<file path="src/rtl/sr_latch_bank_arbiter_if.sv">
// ============================================================================
//  Module   : sr_latch_bank_arbiter_if
//  Brief    : Requester and latch-bank signal bundle for the SR latch arbiter.
//  Revision : 1.0
// ============================================================================
`default_nettype none

interface sr_latch_bank_arbiter_if #(
    parameter int NREQ   = 4,
    parameter int NLATCH = 8,
    parameter int IDXW   = 3
);
    logic [NREQ-1:0]      req;
    logic [NREQ-1:0]      op;
    logic [NREQ*IDXW-1:0] idx;
    logic [NREQ-1:0]      gnt;
    logic [NREQ-1:0]      done;
    logic                 err;
    logic [NLATCH-1:0]    latch_s;
    logic [NLATCH-1:0]    latch_r;
    logic                 latch_en;
    logic [NLATCH-1:0]    latch_q;

    // Environment side: requesters plus the latch bank Q outputs.
    modport master (
        output req, op, idx, latch_q,
        input  gnt, done, err, latch_s, latch_r, latch_en
    );

    modport slave (
        input  req, op, idx, latch_q,
        output gnt, done, err, latch_s, latch_r, latch_en
    );
endinterface

`default_nettype wire

</file>
<file path="src/rtl/sr_latch_bank_arbiter.sv">
// ============================================================================
//  Module   : sr_latch_bank_arbiter
//  Brief    : Round-robin arbiter sequencing set/clear writes into a gated SR latch bank.
//  Revision : 1.0
// ============================================================================
`default_nettype none

module sr_latch_bank_arbiter #(
    parameter int NREQ         = 4,
    parameter int NLATCH       = 8,
    parameter int IDXW         = 3,
    parameter int PULSE_CYCLES = 3
) (
    input  wire logic              clk,
    input  wire logic              rst_n,
    sr_latch_bank_arbiter_if.slave bus
);
    localparam int GW = (NREQ > 1) ? $clog2(NREQ) : 1;
    localparam int CW = $clog2(PULSE_CYCLES + 1);

    typedef enum logic [2:0] {
        S_IDLE  = 3'd0,
        S_SETUP = 3'd1,
        S_PULSE = 3'd2,
        S_HOLD  = 3'd3,
        S_DONE  = 3'd4
    } state_t;

    state_t            r_state;
    state_t            w_next;
    logic [GW-1:0]     r_ptr;
    logic [GW-1:0]     r_g;
    logic              r_op;
    logic [IDXW-1:0]   r_idx;
    logic              r_oor;
    logic              r_q;
    logic [CW-1:0]     r_cnt;

    logic              w_found;
    logic [GW-1:0]     w_pick;
    logic              w_pick_op;
    logic [IDXW-1:0]   w_pick_idx;
    logic              w_pick_oor;
    logic [NLATCH-1:0] w_sel;
    logic [NREQ-1:0]   w_g1h;
    logic              w_sr_active;

    // Scan starting at the pointer so the last-served requester ranks lowest.
    always_comb begin : p_arb
        logic [GW-1:0] w_k;
        w_k        = '0;
        w_found    = 1'b0;
        w_pick     = '0;
        w_pick_op  = 1'b0;
        w_pick_idx = '0;
        for (int i = 0; i < NREQ; i++) begin
            w_k = GW'((int'(r_ptr) + i) % NREQ);
            if (!w_found && bus.req[w_k]) begin
                w_found    = 1'b1;
                w_pick     = w_k;
                w_pick_op  = bus.op[w_k];
                w_pick_idx = bus.idx[int'(w_k)*IDXW +: IDXW];
            end
        end
        w_pick_oor = (int'(w_pick_idx) >= NLATCH);
    end

    always_comb begin
        w_sel = '0;
        for (int i = 0; i < NLATCH; i++) begin
            w_sel[i] = (r_idx == IDXW'(i)) && !r_oor;
        end
        w_g1h = '0;
        for (int i = 0; i < NREQ; i++) begin
            w_g1h[i] = (r_g == GW'(i));
        end
    end

    always_comb begin
        w_next = r_state;
        case (r_state)
            S_IDLE:  if (w_found) w_next = w_pick_oor ? S_DONE : S_SETUP;
            S_SETUP: w_next = S_PULSE;
            S_PULSE: if (r_cnt == '0) w_next = S_HOLD;
            S_HOLD:  w_next = S_DONE;
            S_DONE:  w_next = S_IDLE;
            default: w_next = S_IDLE;
        endcase
    end

    always_ff @(posedge clk or negedge rst_n) begin
        if (!rst_n) begin
            r_state <= S_IDLE;
            r_ptr   <= '0;
            r_g     <= '0;
            r_op    <= 1'b0;
            r_idx   <= '0;
            r_oor   <= 1'b0;
            r_q     <= 1'b0;
            r_cnt   <= '0;
        end else begin
            r_state <= w_next;
            case (r_state)
                S_IDLE: begin
                    if (w_found) begin
                        r_g   <= w_pick;
                        r_op  <= w_pick_op;
                        r_idx <= w_pick_idx;
                        r_oor <= w_pick_oor;
                    end
                end
                S_SETUP: r_cnt <= CW'(PULSE_CYCLES - 1);
                S_PULSE: if (r_cnt != '0) r_cnt <= r_cnt - 1'b1;
                S_HOLD:  r_q   <= |(bus.latch_q & w_sel);
                S_DONE:  r_ptr <= GW'((int'(r_g) + 1) % NREQ);
                default: ;
            endcase
        end
    end

    // S/R are held across SETUP..HOLD so the enable edge never coincides with an S/R change.
    assign w_sr_active  = (r_state == S_SETUP) || (r_state == S_PULSE) || (r_state == S_HOLD);
    assign bus.latch_s  = (w_sr_active &&  r_op) ? w_sel : '0;
    assign bus.latch_r  = (w_sr_active && !r_op) ? w_sel : '0;
    assign bus.latch_en = (r_state == S_PULSE);
    assign bus.gnt      = (r_state != S_IDLE) ? w_g1h : '0;
    assign bus.done     = (r_state == S_DONE) ? w_g1h : '0;
    assign bus.err      = (r_state == S_DONE) && (r_oor || (r_q != r_op));

endmodule

`default_nettype wire

</file>
<file path="src/flat_wrapper.sv">
// flat-port wrapper written by rule: the top's interface ports become plain ports
module sr_latch_bank_arbiter_flat 
#(
    parameter int NREQ         = 4,
    parameter int NLATCH       = 8,
    parameter int IDXW         = 3,
    parameter int PULSE_CYCLES = 3
)
  (clk, rst_n, bus_req, bus_op, bus_idx, bus_latch_q, bus_gnt, bus_done, bus_err, bus_latch_s, bus_latch_r, bus_latch_en);
  sr_latch_bank_arbiter_if #(.NREQ(NREQ), .NLATCH(NLATCH), .IDXW(IDXW)) bus_i ();
  input  wire logic clk;
  input  wire logic rst_n;
  input wire logic [$bits(bus_i.req)-1:0] bus_req;
  input wire logic [$bits(bus_i.op)-1:0] bus_op;
  input wire logic [$bits(bus_i.idx)-1:0] bus_idx;
  input wire logic [$bits(bus_i.latch_q)-1:0] bus_latch_q;
  output wire logic [$bits(bus_i.gnt)-1:0] bus_gnt;
  output wire logic [$bits(bus_i.done)-1:0] bus_done;
  output wire logic [$bits(bus_i.err)-1:0] bus_err;
  output wire logic [$bits(bus_i.latch_s)-1:0] bus_latch_s;
  output wire logic [$bits(bus_i.latch_r)-1:0] bus_latch_r;
  output wire logic [$bits(bus_i.latch_en)-1:0] bus_latch_en;
  assign bus_i.req = bus_req;
  assign bus_i.op = bus_op;
  assign bus_i.idx = bus_idx;
  assign bus_i.latch_q = bus_latch_q;
  assign bus_gnt = bus_i.gnt;
  assign bus_done = bus_i.done;
  assign bus_err = bus_i.err;
  assign bus_latch_s = bus_i.latch_s;
  assign bus_latch_r = bus_i.latch_r;
  assign bus_latch_en = bus_i.latch_en;
  sr_latch_bank_arbiter #(.NREQ(NREQ), .NLATCH(NLATCH), .IDXW(IDXW), .PULSE_CYCLES(PULSE_CYCLES)) u_core (.clk(clk), .rst_n(rst_n), .bus(bus_i));
endmodule
</file>
<file path="config.mk">
export PLATFORM = sky130hd
export DESIGN_NAME = sr_latch_bank_arbiter_flat
export DESIGN_NICKNAME = d
export VERILOG_FILES = /design/src/rtl/sr_latch_bank_arbiter_if.sv /design/src/rtl/sr_latch_bank_arbiter.sv /design/src/flat_wrapper.sv
export SDC_FILE = /design/constraint.sdc
export NUM_CORES = 1
export LEC_CHECK = 0
export CORE_UTILIZATION = 36
export DETAILED_ROUTE_END_ITERATION = 12
export GPL_ROUTABILITY_DRIVEN = 0
export PLACE_DENSITY = 0.66
export SLEW_MARGIN = 20
export SYNTH_ARGS = -nofsm -noshare
export SYNTH_HDL_FRONTEND = slang
export SYNTH_SLANG_ARGS = --single-unit
</file>
<file path="constraint.sdc">
create_clock -name clk -period 2.3 [get_ports clk]
set_input_delay 0.46 -clock clk [delete_from_list [all_inputs] [get_ports clk]]
set_output_delay 0.46 -clock clk [all_outputs]
set_load 0.01 [all_outputs]
</file>
; ---- Yosys cells after proc, flatten, opt, wreduce, memory -nomap -nowiden
; Cells that the tools add are included.
[word_totals]
register_bits = 14
inputBits = 30
out_inout_bits = 26
word_cells = 107
[op_classes]
n_addsub = 5
multipliers = 4
magnitude_cmp = 4
eq_ne = 18
n_shift = 4
mux = 41
n_bitwise = 1
reduce_logical = 23
[op_table]
columns = op, count
row1 = indexed part select 12 x 32 -> 3 bit, 4
row2 = two-way mux 3 bit, 6
row3 = binary-select mux 1 bit (select 2 bit), 8
row4 = multiplier 2 x 2 -> 4 bit (second input constant), 4
row5 = two-way mux 1 bit, 16
row6 = two-way mux 8 bit, 2
row7 = == test 3 bit (second input constant), 5
row8 = == test 3 x 2 -> 1 bit (second input constant), 4
row9 = less-than comparator 2 x 3 -> 1 bit (second input constant), 4
row10 = case mux 3 bit (4 select lines), 1
row11 = two-way mux 2 bit, 5
row12 = AND 8 bit, 1
row13 = two-way mux 4 bit, 2
row14 = OR reduction 8 bit, 1
row15 = == test 3 x 1 -> 1 bit (second input constant), 2
row16 = logical AND 1 bit, 6
row17 = logical NOT 3 bit, 2
row18 = inequality test 2 x 1 -> 1 bit (second input constant), 3
row19 = AND reduction 2 bit, 3
row20 = adder 2 x 1 -> 2 bit (second input constant), 2
row21 = adder 2 bit (second input constant), 2
row22 = == test 2 bit (second input constant), 2
row23 = logical NOT 1 bit, 4
row24 = logical NOT 2 bit, 2
row25 = 7 further kinds, 9

; ---- Logic depth before layout (Yosys ltp)
; Gate-level depths: netlist of the first run.
[logic_depth]
word_depth = 14
ltp_mapped = 7
mapped_depth_nobuf = 6

; ---- Worst setup path before layout of the first run
; No wires, ideal clock.
[synth_timing]
path_type = register to output
startpoint = reg u_core.r_state[0]
endpoint = out bus_latch_r[0]
arrival_ns = 1.367
t_required_ns = 1.840
setup_slack_ns = 0.473
path_stages_with_launch = 6
n_path_buf = 1
path_cell_list = dfrtp_1 clkbuf_1 nor2_1 nor3_1 nand2b_1 nor3_1
[synth_via]
elab_chain_len = 5
elab_cells_between_ends = 7
classes_between = 3 x eq/ne / 1 x mux / 3 x reduce/logical
[synth_rtl]
columns = element, line_no
row1 = from (decl), sr_latch_bank_arbiter.sv:29  ; state_t r_state;
row2 = from (signal assigned), sr_latch_bank_arbiter.sv:102  ; r_state <= w_next;
row3 = == test 3 x 1 -> 1 bit or == test 3 x 2 -> 1 bit (tied branches), sr_latch_bank_arbiter.sv:122  ; assign w_sr_active = (r_state == S_SETUP) || (r_state == S_PULSE) || (r_state == S_HOLD);
row4 = logical OR 1 bit, sr_latch_bank_arbiter.sv:122
row5 = logical OR 1 bit (*), sr_latch_bank_arbiter.sv:122
row6 = logical AND 1 bit (*), sr_latch_bank_arbiter.sv:124  ; assign bus.latch_r = (w_sr_active && !r_op) ? w_sel : '0;
row7 = two-way mux 8 bit (*), sr_latch_bank_arbiter.sv:124
row8 = to (decl), flat_wrapper.sv:21  ; output wire logic [$bits(bus_i.latch_r)-1:0] bus_latch_r;
; Mark *: on every way between the ends. The rest lies on a longest branch, timed or not.

; ---- Worst setup path after layout of the first run
[layout_timing]
startpoint = reg u_core.r_state[2]
endpoint = out bus_latch_r[0]
; The elaborated chain is that of the path after synthesis.

==> summary.md, run 1 <==
| Metric | Value |
|---|---|
| Status | finished clean |
| Die Ht | 69.6 um |
| Max layer used | met4 |
| Hold_sp | u_core.r_cnt[1] |
| Ys Warns | 0 |
| Crit Reg-Reg Endpoint | u_core.r_idx[0] |
| Initial antenna violation count | 0 |
| Worst Tran Pin Value | 0.638 ns |
| Critical-path cell list | nor3_2, nand2b_1, nor3_1, clkdlybuf4s50_1 |
| Synth-to-Final Area Change | 44.7% |
| Worst slew margin | 0.574 |
| Num ports | 56 |
| Critical path type | register to output port |
| R2R setup slack | 0.43 ns |
| MaxCap Viol Count | 0 |
| Peak VDD IR | 398 uV |
| Crit path max fanout | 4 |
| Number of flops mapped to enable cells by yosys | 0 |
| Vias | 1670 |
| Netlist cell types | 51 |
| Critical Path Slowest Stage Cell | clkdlybuf4s50_1 |
| Sequential fraction of the synthesis area | 0.213 |
| Vias in the first global route | 1582 |
| Worst EP required | 1.84 ns |
| Final min period | 2.19 ns |
| Worst min path class | register to register |
| Layout cells sized above 1 | 0.148 |
| RSZ-0062 raised after global routing | no |
| TritonCTS clock tree | done |
| CTS clk-pin slew, worst paths | 0.06 ns |
| DR iter-0 viols | 88 |
| Cell Pwr Density | 1050 nW/um2 |
| Total nets after synthesis | 237 |
| Standby leakage power | 1.03 nW |
| Launch point of the worst reg-to-reg path | u_core.r_ptr[1] |
| Non-filler instance count after layout | 316 |
| Met1 wire length | 1840 um |
| Final hold vios | 0 |
| Syn_area_per_cell | 8.15 um2 |
| Final Net Count | 300 |
| Core area | 4380 um2 |
| Post-route ant nets | 0 |
| TritonCTS Buffers | 3 |
| Hold EP | u_core.r_cnt[1] |
| Cells after Synth | 202 |
| Maximum clock insertion buffer count | 2 |
| Starting Density | 0.375 |
| Met2 WL | 1860 um |
| Predominant post-synthesis flop cell | dfrtp_1 |
| Port Buf Inserts | 55 |
| Largest net degree at the start of global routing | 33 |
| Clock Sinks | 14 |
| Die width | 69.6 um |
| Diodes inserted | 0 |
| Nature of the critical path startpoint | register |
| Rows | 24 |
| Max Freq | 0.456 GHz |
| Total Die Area | 4840 um2 |
| Reg2reg path depth | 5 |
| Slew Limit Fails | 0 |
| Final worst-path cycle share | 0.954 |
| Cells after DPL | 311 |
| GRT overflow | 0 |
| Total global-route track usage | 0.167 |
| Dpl hpwl | 3140 um |
| Via density | 5.28 |
| Residual DRC | 0 |
| Worst-skew pair later-pin latency | 0.24 ns |
| Drt first pass iters | 4 |
| Clock skew | 0.00157 ns |
| Setup-failing EPs final | 0 |
| Most common cell after layout, fill and taps aside | clkdlybuf4s50_1 |
| Flip-flop and latch count after synthesis | 14 |
| Mapped Area | 1650 um2 |
| Clk root buf | clkbuf_8 |
| Hold Path Stages | 1 |
| CP Capture Type | output port |
| Global-route wire length before repair | 6850 um |
| FFs w/ async S/R, synth | 1.00 |
| Final WL | 3950 um |
| Most frequent cells in the layout | clkdlybuf4s50_1 (54), nor2_1 (30), nand2_1 (17), mux2i_1 (17), buf_4 (17) |
| Setup TNS | 0 ns |
| CP Data Arrival Time | 1.73 ns |
| H-tree depth | 1 |
| WL/cell | 12.5 um |
| Slowest cell delay on critical path | 0.57 ns |
| Met3 wire len | 214 um |
-- sequential cells by signal, summed over array words and instances, names as in the netlist --
signal and flops:
u_core.r_cnt 2, u_core.r_g 2, u_core.r_idx 3, u_core.r_op 1, u_core.r_ptr 2, u_core.r_q 1
u_core.r_state 3
-- where the power goes --
group | total (mW) | switching [mW] | internal [mW] | leakage [nW]
clock | 0.241 | 0.0892 | 0.152 | 0.0288
combinational | 1.75 | 0.876 | 0.876 | 0.828
sequential | 0.509 | 0.146 | 0.363 | 0.171
total | 2.50 | 1.11 | 1.39 | 1.03
-- layout make-up --
class	instances	area, um2
tap	52	65.1
multi-input combinational	166	1180
sequential	14	350
fill	428	2000
clock buffer	4	55.1
timing repair buffer	73	701
inverter	7	26.3
-- worst max path at each step --
stage,from,end
after detailed placement,bus_req[2],u_core.r_idx[0]
after floorplan,u_core.r_state[0],bus_latch_r[0]
after global placement,bus_req[1],u_core.r_idx[1]
after CTS,u_core.r_state[2],bus_latch_r[4]
after global routing,u_core.r_state[2],bus_latch_s[0]
final,u_core.r_state[2],bus_latch_r[0]
-- what timing repair did --
action | CTS | global route
resized for setup | 0 | 3
hold buffers | 0 | 0
setup endpoints to repair | 2 | 3
buffers inserted | 1 | 0
-- worst max-delay path: cells and delay by family, from the launching register on --
kind / cells / cell delay, ns
flops: 1 / 0.42
buf+inv: 1 / 0.57
simple gates: 3 / 0.50
-- cells in the mapped netlist, types with 4 or more instances --
library cell | number | area share
a211oi_1 | 6 | 0.027
a21oi_1 | 8 | 0.024
a22oi_1 | 4 | 0.018
and3_1 | 5 | 0.019
buf_2 | 6 | 0.018
clkbuf_1 | 5 | 0.011
dfrtp_1 | 14 | 0.21
ha_1 | 5 | 0.038
inv_1 | 7 | 0.016
mux2i_1 | 17 | 0.10
nand2_1 | 17 | 0.039
nand2b_1 | 5 | 0.019
nand3b_1 | 4 | 0.018
nor2_1 | 30 | 0.068
nor2b_1 | 7 | 0.027
nor3_1 | 7 | 0.021
o31a_1 | 4 | 0.021
o31ai_1 | 4 | 0.018
-- routing by layer --
| layer | track usage | up-vias |
|---|---|---|
| li1 | - | 863 |
| met1 | 0.217 | 749 |
| met2 | 0.289 | 54 |
| met3 | 0.0233 | 4 |
| met4 | 0.0408 | 0 |
| met5 | 0 | - |
-- metrics by stage --
step	area, um2	util	worst slack, ns	power, mW	hold slack [ns]
finish	2380	0.543	0.106	2.50	0.515
global route	2380	0.543	0.00999	2.74	0.516
CTS	2370	0.540	0.0531	2.51	0.512
detailed placement	2310	0.526	-0.0129	2.25	0.499
global placement	2310	0.526	0.00595	2.23	0.492
floorplan	1650	-	0.473	1.72	0.164
-- logic make-up after synthesis --
kind of cell,after synthesis,share of synthesized area
flip-flops,14,0.213
XOR/XNOR,2,0.0106
adder cells (fa/ha/maj),5,0.0380
AO/OA/AOI/OAI,43,0.200
AND/OR/NAND/NOR,92,0.293
buffers and inverters,22,0.0738
multiplexers,24,0.172
Note: power is estimated with default switching activity, not from simulation.
==> run 2, diff against run 1 <==
CTS_CLUSTER_DIAMETER = 80   (was unset)
REMOVE_ABC_BUFFERS = 1   (was unset)
==> run 2 against run 1 <==
Compared with the run above:
- global-route usage rose by 0.24 points
- register-to-register slack got worse by 0.14 ns
- sequential power rose by 6.3%
- critical path depth did not move
- flip-flop and latch count did not move
- largest power group unchanged
- highest routed layer unchanged
==> summary.md, run 2 (same netlist as run 1, synthesis figures left out) <==
| Metric | Value |
|---|---|
| Final hold slack | 0.505 ns (was 0.515 ns) |
| Num ports | 56 (unchanged) |
| Global-route wire length before repair | 6860 um (was 6850 um) |
| Worst min path class | register to register (unchanged) |
| Worst-skew pair later-pin latency | 0.24 ns (about the same) |
| Final WL | 4120 um (was 3950 um) |
| Critical Path Slowest Stage Cell | clkdlybuf4s50_1 (unchanged) |
| TritonCTS clock tree | done (unchanged) |
| Residual DRC | 0 (unchanged) |
| Final Net Count | 300 (unchanged) |
| Die width | 69.6 um (unchanged) |
| Final min period | 2.19 ns (about the same) |
| Top cell family by delay on the critical path | buffers and inverters (unchanged) |
| Most common cell after layout, fill and taps aside | clkdlybuf4s50_1 (unchanged) |
| Via density | 5.29 (was 5.28) |
| Total Die Area | 4840 um2 (unchanged) |
| Final worst-path cycle share | 0.951 (was 0.954) |
| Diodes inserted | 0 (unchanged) |
| Vias | 1673 (was 1670) |
| Core area | 4380 um2 (unchanged) |
| Largest net degree at the start of global routing | 19 (was 33) |
| Cell Pwr Density | 1060 nW/um2 (was 1050 nW/um2) |
| Crit path max fanout | 6 (was 4) |
| Critical path type | register to output port (unchanged) |
| Nature of the critical path startpoint | register (unchanged) |
| Starting Density | 0.375 (unchanged) |
| Slew Limit Fails | 0 (unchanged) |
| MaxCap Viol Count | 0 (unchanged) |
| Port Buf Inserts | 55 (unchanged) |
| Maximum clock insertion buffer count | 2 (unchanged) |
| Initial antenna violation count | 0 (unchanged) |
| Clk root buf | clkbuf_8 (unchanged) |
| TritonCTS Buffers | 3 (unchanged) |
| Status | finished clean (unchanged) |
| Peak VDD IR | 354 uV (was 398 uV) |
| Clock skew | 0.00171 ns (was 0.00157 ns) |
| Standby leakage power | 1.03 nW (about the same) |
| CP Data Arrival Time | 1.73 ns (about the same) |
| Critical-path cell list | nor2_1, buf_4, and3_1, clkdlybuf4s50_1 (was nor3_2, nand2b_1, nor3_1, clkdlybuf4s50_1) |
| Die Ht | 69.6 um (unchanged) |
| Worst Tran Pin Value | 0.647 ns (was 0.638 ns) |
| Max Freq | 0.457 GHz (was 0.456 GHz) |
| Synth-to-Final Area Change | 44.8% (was 44.7%) |
| Vias in the first global route | 1516 (was 1582) |
| Dpl hpwl | 3260 um (was 3140 um) |
| Layout cells sized above 1 | 0.144 (was 0.148) |
| Slowest cell delay on critical path | 0.53 ns (was 0.57 ns) |
| Core Util, Final | 0.543 (about the same) |
| Worst EP required | 1.84 ns (about the same) |
| CTS clk-pin slew, worst paths | 0.06 ns (about the same) |
| CP Capture Type | output port (unchanged) |
| Hold Buf Count CTS | 0 (unchanged) |
| Drt first pass iters | 4 (unchanged) |
| Rows | 24 (unchanged) |
| Largest regs | u_core.r_idx (3), u_core.r_state (3) (unchanged) |
| GRT overflow | 0 (unchanged) |
| Post-route ant nets | 0 (unchanged) |
| Crit path buf inv count | 2 (was 1) |
| Post-CTS setup buffers | 0 (was 1) |
| Most frequent cells in the layout | clkdlybuf4s50_1 (54), nor2_1 (30), nand2_1 (17), mux2i_1 (17), buf_4 (17) (unchanged) |
| Worst slew margin | 0.567 (was 0.574) |
| WL/cell | 13.0 um (was 12.5 um) |
| Resized Gates After CTS | 0 (unchanged) |
| Clock Sinks | 14 (unchanged) |
| Total global-route track usage | 0.169 (was 0.167) |
| Final hold vios | 0 (unchanged) |
| H-tree depth | 1 (unchanged) |
| DR iter-0 viols | 80 (was 88) |
| Setup-failing EPs final | 0 (unchanged) |
| RSZ-0062 raised after global routing | no (unchanged) |
==> run 2: cell counts in the layout (fill, tap and decap cells not counted) <==
No cell type changed its count.
==> run 2: routing by layer <==
| metal | routed length (um) | track usage |
|---|---|---|
| met1 | 2070 | 0.246 |
| met2 | 1870 | 0.258 |
| met3 | 150 | 0.0262 |
| met4 | 27 | 0.0476 |
| met5 | 0 | 0 |
==> run 2: worst paths after layout <==
path | startpoint | slack, ns | cells past startpoint | end
min | u_core.r_cnt[1] | 0.50 | 1 | u_core.r_cnt[1]
max | u_core.r_state[0] | 0.11 | 4 | bus_done[1]
max in group asynchronous | rst_n | 1.27 | 1 | u_core.r_idx[1]
min in group asynchronous | rst_n | 0.61 | 1 | u_core.r_cnt[1]
max reg2reg | u_core.r_ptr[1] | 0.29 | 5 | u_core.r_idx[0]
min reg2reg | u_core.r_cnt[1] | 0.50 | 1 | u_core.r_cnt[1]
==> run 2: area by class of cell <==
class	instances	area, um2
repair buffers	73	701
clock buffers	4	55.1
inverters	7	26.3
well taps	52	65.1
flip-flops and latches	14	350
fillers	423	2000
multi-input cells	166	1180
==> run 2: power breakdown <==
group | internal [mW] | switching (mW)
registers | 0.363 | 0.179
logic | 0.870 | 0.861
clock network | 0.152 | 0.0908
total | 1.38 | 1.13
==> run 2: through the flow <==
stage	worst slack (ns)	cell area (um2)	instances	total power [mW]	TNS [ns]
2_1_floorplan	0.209	1550	187	1.60	0
3_3_place_gp	-0.0869	2310	312	2.23	-0.181
3_5_place_dp	-0.0629	2310	312	2.25	-0.141
4_1_cts	0.0431	2370	316	2.50	0
5_1_grt	0.00465	2380	316	2.73	0
6_report	0.112	2380	316	2.51	0
==> run 3, diff against run 2 <==
CTS_CLUSTER_DIAMETER = 100   (was 80)
PLACE_DENSITY = unset   (was 0.66)
PLACE_DENSITY_LB_ADDON = 0.05   (was unset)
==> run 3 against run 2 <==
Compared with the run above:
- critical path depth unchanged
- highest routed layer unchanged
- register-to-register slack better by 0.15 ns
- final cell count is the same
- total power grew 0.26%
- die area is the same
- via count shrank 2.5%
==> summary.md, run 3 (same netlist as run 1, synthesis figures left out) <==
| Metric | Value |
|---|---|
| Status | finished clean (unchanged) |
| Rows | 24 (unchanged) |
| Layout cells sized above 1 | 0.144 (unchanged) |
| Hold_sp | u_core.r_cnt[1] (unchanged) |
| Most common cell after layout, fill and taps aside | clkdlybuf4s50_1 (unchanged) |
| Final worst-path cycle share | 0.960 (was 0.951) |
| Vias | 1632 (was 1673) |
| Sequential cell area | 350 um2 (unchanged) |
| Port Buf Inserts | 55 (unchanged) |
| Flop pwr share | 0.205 (was 0.215) |
| Worst EP required | 1.84 ns (about the same) |
| Sw frac | 0.445 (was 0.450) |
| Worst Setup SP | u_core.r_state[2] (was u_core.r_state[0]) |
| Critical path type | register to output port (unchanged) |
| WL/cell | 13.3 um (was 13.0 um) |
| Worst Tran Pin Value | 0.600 ns (was 0.647 ns) |
| Slew Limit Fails | 0 (unchanged) |
| H-tree depth | 1 (unchanged) |
| Synth-to-Final Area Change | 44.9% (was 44.8%) |
| Setup TNS | 0 ns (unchanged) |
| TritonCTS clock tree | done (unchanged) |
| Maximum clock insertion buffer count | 2 (unchanged) |
| Worst slew margin | 0.597 (was 0.567) |
| Critical-path cell list | nor2_1, nand3_1, nor3_1, clkdlybuf4s50_1 (was nor2_1, buf_4, and3_1, clkdlybuf4s50_1) |
| Num ports | 56 (unchanged) |
| Post-CTS setup buffers | 0 (unchanged) |
| Worst min path class | register to register (unchanged) |
| Top cell family by delay on the critical path | buffers and inverters (unchanged) |
| Via density | 5.16 (was 5.29) |
| Die width | 69.6 um (unchanged) |
| TritonCTS Buffers | 3 (unchanged) |
| CP Data Arrival Time | 1.75 ns (was 1.73 ns) |
| Core area | 4380 um2 (unchanged) |
| Global-route wire length before repair | 7310 um (was 6860 um) |
| Diodes inserted | 0 (unchanged) |
| Slowest cell delay on critical path | 0.56 ns (was 0.53 ns) |
| Max Freq | 0.453 GHz (was 0.457 GHz) |
| Launch point of the worst reg-to-reg path | u_core.r_ptr[0] (was u_core.r_ptr[1]) |
| Initial antenna violation count | 0 (unchanged) |
| Final hold vios | 0 (unchanged) |
| Drt first pass iters | 4 (unchanged) |
| Total global-route track usage | 0.180 (was 0.169) |
| Area of the multi-input gates | 1190 um2 (was 1180 um2) |
| Cell Pwr Density | 1060 nW/um2 (about the same) |
| Die Ht | 69.6 um (unchanged) |
| Crit path max fanout | 4 (was 6) |
| Clock Power Share | 0.094 (was 0.096) |
| Fill cells | 436 (was 423) |
| Total Die Area | 4840 um2 (unchanged) |
| Clock Sinks | 14 (unchanged) |
| Logic pwr share | 0.701 (was 0.688) |
| Vias in the first global route | 1600 (was 1516) |
| Final Worst Setup Slack | 0.0920 ns (was 0.112 ns) |
| Total power | 2.52 mW (was 2.51 mW) |
| Clock skew | 0.00469 ns (was 0.00171 ns) |
| Clk root buf | clkbuf_8 (unchanged) |
| Core Util, Final | 0.544 (was 0.543) |
| Final min period | 2.21 ns (was 2.19 ns) |
| RSZ-0062 raised after global routing | yes (was no) |
| Most frequent cells in the layout | clkdlybuf4s50_1 (54), nor2_1 (30), nand2_1 (17), mux2i_1 (17), buf_4 (17) (unchanged) |
| Standby leakage power | 1.03 nW (about the same) |
| MaxCap Viol Count | 0 (unchanged) |
| Critical Path Slowest Stage Cell | clkdlybuf4s50_1 (unchanged) |
| Final Net Count | 300 (unchanged) |
| Starting Density | 0.375 (unchanged) |
| Pre-CTS WS | -0.0746 ns (was -0.0629 ns) |
| Largest net degree at the start of global routing | 33 (was 19) |
| Crit path buf inv count | 1 (was 2) |
| Largest regs | u_core.r_idx (3), u_core.r_state (3) (unchanged) |
| GRT overflow | 0 (unchanged) |
| Worst-skew pair later-pin latency | 0.24 ns (about the same) |
| Hold Buf Count CTS | 0 (unchanged) |
| Residual DRC | 0 (unchanged) |
| Resized Gates After CTS | 0 (unchanged) |
| Final WL | 4190 um (was 4120 um) |
| DR iter-0 viols | 43 (was 80) |
| Nature of the critical path startpoint | register (unchanged) |
| CTS clk-pin slew, worst paths | 0.06 ns (about the same) |
| Peak VDD IR | 386 uV (was 354 uV) |
| Dpl hpwl | 3340 um (was 3260 um) |
| Internal | 1.40 mW (was 1.38 mW) |
| CP Capture Type | output port (unchanged) |
| Sw Pwr | 1.12 mW (was 1.13 mW) |
| Setup-failing EPs final | 0 (unchanged) |
| Post-route ant nets | 0 (unchanged) |
## run 3: final cells by class
| class | instances | share of cell area |
|---|---|---|
| clock buffer | 4 | 0.0231 |
| inverter | 7 | 0.0110 |
| multi-input combinational | 166 | 0.498 |
| sequential | 14 | 0.147 |
| tap | 52 | 0.0273 |
| timing repair buffer | 73 | 0.294 |
## run 3: through the flow
step | cells | hold WS [ns] | cell area, um2
after floorplan | 187 | 0.164 | 1550
after global placement | 312 | 0.499 | 2310
after detailed placement | 312 | 0.499 | 2310
after CTS | 316 | 0.512 | 2370
after global routing | 316 | 0.525 | 2380
final | 316 | 0.507 | 2380
## run 3: power groups by stage
stage,logic (mW),registers [mW],clock network (mW)
global placement,1.75,0.518,0
floorplan,0.998,0.605,0
finish,1.77,0.517,0.238
CTS,1.76,0.516,0.246
global route,1.96,0.544,0.257
detailed placement,1.76,0.519,0
## run 3: final timing paths
path                              endpoint  slack (ns)  cells after the start
min in group asynchronous  u_core.r_cnt[1]        0.60                      1
max reg2reg                u_core.r_idx[1]        0.44                      6
max in group asynchronous  u_core.r_idx[2]        1.31                      1
min                        u_core.r_cnt[1]        0.51                      1
min reg2reg                u_core.r_cnt[1]        0.51                      1
max                         bus_latch_s[4]        0.09                      4
## run 3: per-layer routing
metal	GRT usage	wire length (um)
met3	0.0189	102
met2	0.311	1990
met5	0	0
met4	0.0340	14
met1	0.243	2080
